**src/rtl/micro_sequencer_if.sv**
```systemverilog
// micro_sequencer_if: sequencing, microcode-load and control-word bus of the micro-sequencer
interface micro_sequencer_if #(
  parameter int ADDR_W = 5,
  parameter int CTRL_W = 24,
  parameter int CNT_W  = 16
);
  logic                     start;
  logic                     stall;
  logic [ADDR_W-1:0]        next_addr;
  logic                     uc_we;
  logic [ADDR_W-1:0]        uc_waddr;
  logic [CTRL_W+ADDR_W+1:0] uc_wdata;
  logic [ADDR_W-1:0]        car;
  logic [ADDR_W-1:0]        naddr;
  logic                     br;
  logic [CTRL_W-1:0]        ctrl;
  logic                     ctrl_valid;
  logic                     busy;
  logic                     halted;
  logic                     uc_wr_err;
  logic [CNT_W-1:0]         ucount;
  modport master (
    output start, stall, next_addr, uc_we, uc_waddr, uc_wdata,
    input  car, naddr, br, ctrl, ctrl_valid, busy, halted, uc_wr_err, ucount
  );
  modport slave (
    input  start, stall, next_addr, uc_we, uc_waddr, uc_wdata,
    output car, naddr, br, ctrl, ctrl_valid, busy, halted, uc_wr_err, ucount
  );
endinterface

```
**src/rtl/micro_sequencer.sv**
```systemverilog
// micro_sequencer: control-address register and writable control store issuing one microinstruction per cycle
module micro_sequencer #(
  parameter int                ADDR_W     = 5,
  parameter int                CTRL_W     = 24,
  parameter logic [ADDR_W-1:0] START_ADDR = '0,
  parameter int                CNT_W      = 16
) (
  input logic              clk,
  input logic              reset_n,
  micro_sequencer_if.slave bus
);
  localparam int W = CTRL_W + ADDR_W + 2;
  typedef enum logic [1:0] {IDLE, RUN, STALL, HALT} state_t;
  state_t            state, nxt;
  logic [W-1:0]      store [2**ADDR_W];
  logic [W-1:0]      cw_q, cw_n;
  logic [ADDR_W-1:0] car_q, car_n;
  logic [CNT_W-1:0]  cnt;
  logic              ctrl_valid_q, busy_q, halted_q, err_q;
  logic              loadable, go, adv;
  always_comb begin
    loadable = state == IDLE || state == HALT;
    go       = loadable && bus.start;
    adv      = state == RUN && !bus.stall && !cw_q[W-1];
    nxt      = go ? RUN
             : state == RUN   ? (bus.stall ? STALL : cw_q[W-1] ? HALT : RUN)
             : state == STALL ? (bus.stall ? STALL : RUN)
             : state;
    car_n    = go ? START_ADDR : adv ? bus.next_addr : car_q;
    cw_n     = (go || adv) ? store[car_n] : cw_q;
  end
  // The halt word itself is not executed: it neither qualifies ctrl nor counts.
  always_ff @(posedge clk or negedge reset_n)
    if (!reset_n) begin
      state        <= IDLE;
      car_q        <= '0;
      cw_q         <= '0;
      cnt          <= '0;
      ctrl_valid_q <= 1'b0;
      busy_q       <= 1'b0;
      halted_q     <= 1'b0;
      err_q        <= 1'b0;
    end else begin
      state        <= nxt;
      car_q        <= car_n;
      cw_q         <= cw_n;
      cnt          <= go ? '0 : (adv && !(&cnt)) ? cnt + 1'b1 : cnt;
      ctrl_valid_q <= nxt == RUN && !cw_n[W-1];
      busy_q       <= nxt == RUN || nxt == STALL;
      halted_q     <= nxt == HALT;
      err_q        <= bus.uc_we && !loadable;
    end
  always_ff @(posedge clk)
    if (bus.uc_we && loadable) store[bus.uc_waddr] <= bus.uc_wdata;
  assign bus.car        = car_q;
  assign bus.naddr      = cw_q[CTRL_W +: ADDR_W];
  assign bus.br         = cw_q[W-2];
  assign bus.ctrl       = cw_q[CTRL_W-1:0];
  assign bus.ctrl_valid = ctrl_valid_q;
  assign bus.busy       = busy_q;
  assign bus.halted     = halted_q;
  assign bus.uc_wr_err  = err_q;
  assign bus.ucount     = cnt;
endmodule

```
**src/flat_wrapper.sv**
```systemverilog
// flat-port wrapper written by rule: the top's interface ports become plain ports
module micro_sequencer_flat 
#(
  parameter int                ADDR_W     = 5,
  parameter int                CTRL_W     = 24,
  parameter logic [ADDR_W-1:0] START_ADDR = '0,
  parameter int                CNT_W      = 16
)
  (clk, reset_n, bus_start, bus_stall, bus_next_addr, bus_uc_we, bus_uc_waddr, bus_uc_wdata, bus_car, bus_naddr, bus_br, bus_ctrl, bus_ctrl_valid, bus_busy, bus_halted, bus_uc_wr_err, bus_ucount);
  micro_sequencer_if #(.ADDR_W(ADDR_W), .CTRL_W(CTRL_W), .CNT_W(CNT_W)) bus_i ();
  input logic clk;
  input logic reset_n;
  input wire logic [$bits(bus_i.start)-1:0] bus_start;
  input wire logic [$bits(bus_i.stall)-1:0] bus_stall;
  input wire logic [$bits(bus_i.next_addr)-1:0] bus_next_addr;
  input wire logic [$bits(bus_i.uc_we)-1:0] bus_uc_we;
  input wire logic [$bits(bus_i.uc_waddr)-1:0] bus_uc_waddr;
  input wire logic [$bits(bus_i.uc_wdata)-1:0] bus_uc_wdata;
  output wire logic [$bits(bus_i.car)-1:0] bus_car;
  output wire logic [$bits(bus_i.naddr)-1:0] bus_naddr;
  output wire logic [$bits(bus_i.br)-1:0] bus_br;
  output wire logic [$bits(bus_i.ctrl)-1:0] bus_ctrl;
  output wire logic [$bits(bus_i.ctrl_valid)-1:0] bus_ctrl_valid;
  output wire logic [$bits(bus_i.busy)-1:0] bus_busy;
  output wire logic [$bits(bus_i.halted)-1:0] bus_halted;
  output wire logic [$bits(bus_i.uc_wr_err)-1:0] bus_uc_wr_err;
  output wire logic [$bits(bus_i.ucount)-1:0] bus_ucount;
  assign bus_i.start = bus_start;
  assign bus_i.stall = bus_stall;
  assign bus_i.next_addr = bus_next_addr;
  assign bus_i.uc_we = bus_uc_we;
  assign bus_i.uc_waddr = bus_uc_waddr;
  assign bus_i.uc_wdata = bus_uc_wdata;
  assign bus_car = bus_i.car;
  assign bus_naddr = bus_i.naddr;
  assign bus_br = bus_i.br;
  assign bus_ctrl = bus_i.ctrl;
  assign bus_ctrl_valid = bus_i.ctrl_valid;
  assign bus_busy = bus_i.busy;
  assign bus_halted = bus_i.halted;
  assign bus_uc_wr_err = bus_i.uc_wr_err;
  assign bus_ucount = bus_i.ucount;
  micro_sequencer #(.ADDR_W(ADDR_W), .CTRL_W(CTRL_W), .START_ADDR(START_ADDR), .CNT_W(CNT_W)) u_core (.clk(clk), .reset_n(reset_n), .bus(bus_i));
endmodule
```
**config.mk**
```make
export PLATFORM = sky130hd
export DESIGN_NAME = micro_sequencer_flat
export DESIGN_NICKNAME = d
export VERILOG_FILES = /design/src/rtl/micro_sequencer_if.sv /design/src/rtl/micro_sequencer.sv /design/src/flat_wrapper.sv
export SDC_FILE = /design/constraint.sdc
export NUM_CORES = 1
export LEC_CHECK = 0
export ABC_AREA = 1
export CAP_MARGIN = 20
export CELL_PAD_IN_SITES_DETAIL_PLACEMENT = 1
export CELL_PAD_IN_SITES_GLOBAL_PLACEMENT = 1
export CORE_MARGIN = 1.5
export CORE_UTILIZATION = 27
export CTS_CLUSTER_DIAMETER = 60
export DETAILED_ROUTE_END_ITERATION = 8
export GPL_TIMING_DRIVEN = 0
export PLACE_DENSITY = 0.57
export SYNTH_ARGS = -nofsm -noshare
export SYNTH_HDL_FRONTEND = slang
export SYNTH_SLANG_ARGS = --single-unit
```
**constraint.sdc**
```tcl
create_clock -name clk -period 3.25 [get_ports clk]
set_input_delay 0.65 -clock clk [delete_from_list [all_inputs] [get_ports clk]]
set_output_delay 0.65 -clock clk [all_outputs]
set_load 0.005 [all_outputs]
```
==> results.sh <==
export IMPL_fp_row_count=145
export IMPL_start_kind="flip-flop"
export IMPL_worstPathRequired_ps=3850
export IMPL_dp_cells=5655
export IMPL_synth_area_per_cell_sq_um=12.42
export IMPL_cts_inserted_buffers=117
export IMPL_hold_violations=0
export IMPL_synthFlopType="edfxtp_1"
export IMPL_async_reset_ff_frac=0.05524
export IMPL_peakVddDrop_mv=0.4665
export IMPL_netlist_area_sq_um=42810
export IMPL_initial_core_util=0.2731
export IMPL_fin_nets=3776
export IMPL_firstDrtPassIters=5
export IMPL_setup_viol=0
export IMPL_die_h_um=401.2
export IMPL_syn_nets=3499
export IMPL_worstPathCellList="inv_1, ha_1, nand2_2, buf_6, o211ai_1, inv_1, clkbuf_1, nand3_1, nand3_1, nand2_1"
export IMPL_cts_root_buf="clkbuf_16"
export IMPL_total_power_w=0.04328
export IMPL_core_sq_um=156800
export IMPL_switching_share=0.3603
export IMPL_cts_tree="done"
export IMPL_yosysWarnings=0
export IMPL_p_int_w=0.02769
export IMPL_cp_slowest_cell="clkbuf_1"
export IMPL_slew_headroom=0.3423
export IMPL_grt_max_degree=33
export IMPL_drv_slew=0
export IMPL_drive_above_1_share=0.1541
export IMPL_gp_congestion=0.8110
export IMPL_r2r_end="u_core.cw_q[10]$_DFFE_PN0N_"
export IMPL_rsz0062_at_grt="true"
export IMPL_r2r_worst_path_cells=10
export IMPL_powerDensity_nw_per_um2=831.8
export IMPL_antenna_left=0
export IMPL_cap_violations=0
export IMPL_grt_pass1_vias=29050
export IMPL_port_buffers=100
export IMPL_critPathMaxFanout=10
export IMPL_post_route_drc_count=0
export IMPL_crit_path_max_incr_delay_ps=730
export IMPL_ff2ff_setup_slack_ps=90
export IMPL_fin_area_sq_um=52030
export IMPL_end_kind="flip-flop"
export IMPL_synth_cells=3448
export IMPL_critPathArrivalTime_ps=3760
export IMPL_p_clk_frac=0.316
export IMPL_area_delta_synth_final_pct=21.53
export IMPL_fillerInstances=16920
export IMPL_fin_crit_ps=3156
export IMPL_drt_initial_drc_count=2294
export IMPL_p_leak_nw=17.96
export IMPL_antenna_found_initial=12
export IMPL_crit_type="flip-flop to flip-flop"
export IMPL_grt_util_all_layers=0.1727
export IMPL_r2r_start="u_core.state[0]$_DFF_PN0_"
export IMPL_synth_edf_count=992
export IMPL_p_switching_w=0.01559
export IMPL_status="finished clean"
export IMPL_htreeDepth=3
export IMPL_grt_overflow=0
export IMPL_synth_seq_cells=1050
export IMPL_instances_no_fill=5894
export IMPL_critPathTopFamily="buffers and inverters"
export IMPL_grt_pass1_wl_um=204900
export IMPL_crit_buf_inv=4
export IMPL_final_util=0.3319
export IMPL_via_per_inst=4.831
export IMPL_fmax_mhz=316.8
export IMPL_cts_sinks=1050
export IMPL_synthDistinctLibCells=31
export IMPL_ioPinCount=101
export IMPL_vias=28480
export IMPL_yosysSeqAreaShare=0.7297
export IMPL_min_path_type="input port to asynchronous set/reset pin"
export IMPL_hpwl_um=96830
export IMPL_cts_buffer_depth=3
export IMPL_path_clk_slew_ps=60
export IMPL_dieArea_sq_um=161000
export IMPL_finClkSkew_ps=25.49
export IMPL_combPwrFrac=0.325
export IMPL_power_frac_seq=0.359
export IMPL_wire_per_inst_um=23.90
export IMPL_max_slew_worst_pin_slew_ps=983.8
export IMPL_clock_latency_ps=730
export IMPL_period_share=0.9712
export IMPL_drt_total_wl_um=140900
export IMPL_die_w_um=401.2
export IMPL_place_area_sq_um=47580
## worst max path at each step
stage                                                to  slack, ps                      start  cells after the start
after detailed placement    u_core.cw_q[19]$_DFFE_PN0N_      -1100                  bus_stall                     11
final                       u_core.cw_q[10]$_DFFE_PN0N_         90  u_core.state[0]$_DFF_PN0_                     10
after CTS                   u_core.cw_q[24]$_DFFE_PN0N_          2  u_core.state[1]$_DFF_PN0_                     16
after global placement    u_core.store[17][7]$_DFFE_PP_      -2180                  bus_uc_we                      5
after global routing         u_core.cw_q[9]$_DFFE_PN0N_        -80  u_core.state[1]$_DFF_PN0_                     14
after floorplan            u_core.store[0][0]$_DFFE_PP_        460  u_core.state[0]$_DFF_PN0_                      6
## state kept, by name, summed over array words and instances, names as in the netlist
register and count:
u_core.bus.uc_wr_err 1, u_core.bus.halted 1, u_core.bus.car 5, u_core.store 992
u_core.cw_q 31, u_core.bus.ctrl_valid 1, u_core.state 2, u_core.bus.ucount 16
u_core.bus.busy 1
## layout by cell type (no fill, tap or decap), drive strengths merged
cell type	instances
clkbuf	265
buf	207
o31ai	4
xor2	5
a211oi	1
clkinv	39
clkdlybuf4s50	88
or2	90
dfrtp	58
dlygate4sd3	1
inv	260
edfxtp	992
nand3	505
a21oi	35
nand2	324
o221ai	1
diode	8
nor2	405
nor4	4
o21ai	251
nor3b	1
nor3	5
nand4	15
clkinvlp	7
and3	1
and2	1
a31oi	2
ha	5
bufinv	13
o211ai	243
## power by group through the flow
| stage | clock network (W) | logic (W) | registers [W] |
|---|---|---|---|
| 5_1_grt | 0.0144 | 0.0155 | 0.0156 |
| 6_report | 0.0137 | 0.0141 | 0.0155 |
| 2_1_floorplan | 0 | 0.00764 | 0.0157 |
| 4_1_cts | 0.0139 | 0.0141 | 0.0155 |
| 3_5_place_dp | 0 | 0.0138 | 0.0158 |
| 3_3_place_gp | 0 | 0.0134 | 0.0158 |
## per-stage QoR
step	setup slack (ps)	hold WS (ps)	setup TNS [ps]
floorplan	463.6	354.4	0
global placement	-2181	473.3	-1718670
detailed placement	-1104	470.0	-133090
CTS	1.744	382.4	0
global route	-75.14	430.0	-85.88
finish	93.67	420.9	0
## synthesized netlist by cell type (4+ instances only)
cell type	instances	area (sq um)
a21oi_1	35	175.2
buf_1	10	37.54
buf_2	109	545.5
buf_4	33	247.7
clkbuf_1	96	360.4
dfrtp_1	58	1451
edfxtp_1	992	29790
ha_1	5	62.56
inv_1	246	923.4
inv_2	6	22.52
nand2_1	324	1216
nand3_1	503	2517
nand4_1	15	93.84
nor2_1	405	1520
nor3_1	5	25.02
o211ai_1	241	1809
o21ai_0	225	1126
o21ai_1	26	130.1
o31ai_1	4	30.03
or2_2	90	563.0
xor2_1	5	43.79
## kinds of logic (layout without fill, tap and decap cells)
family	Yosys count	count (layout)	synth area share
AO/OA/AOI/OAI	537	537	0.07765
XOR/XNOR	5	5	0.001023
adder cells (fa/ha/maj)	5	5	0.001461
buffers and inverters	500	880	0.04991
flip-flops	1050	1050	0.7297
other	0	8	0
AND/OR/NAND/NOR	1351	1351	0.1403
## layout make-up
cell class	count	area (sq um)	share of cell area
Antenna cell	8	20.02	0.0003847
Buffer	247	1394	0.02679
Clock buffer	155	3256	0.06257
Clock inverter	67	703.2	0.01351
Inverter	252	949.7	0.01825
Multi-Input combinational cell	1898	9776	0.1879
Sequential cell	1050	31240	0.6004
Tap cell	2058	2575	0.04949
Timing Repair Buffer	159	2120	0.04073
## metal layers
metal	track usage	vias to the layer above	routed length, um
li1	-	12960	-
met1	0.2434	14630	64670
met2	0.2775	701	65430
met3	0.02533	186	7174
met4	0.04429	0	3592
met5	0	-	0
## what timing repair did
item,CTS,global route
setup endpoints to repair,35,36
hold buffers,1,0
pin swaps,0,2
setup buffers,1,2
endpoints found under the hold margin,27,0
gates resized for setup,80,59
Note: power is estimated with default switching activity, not from simulation.
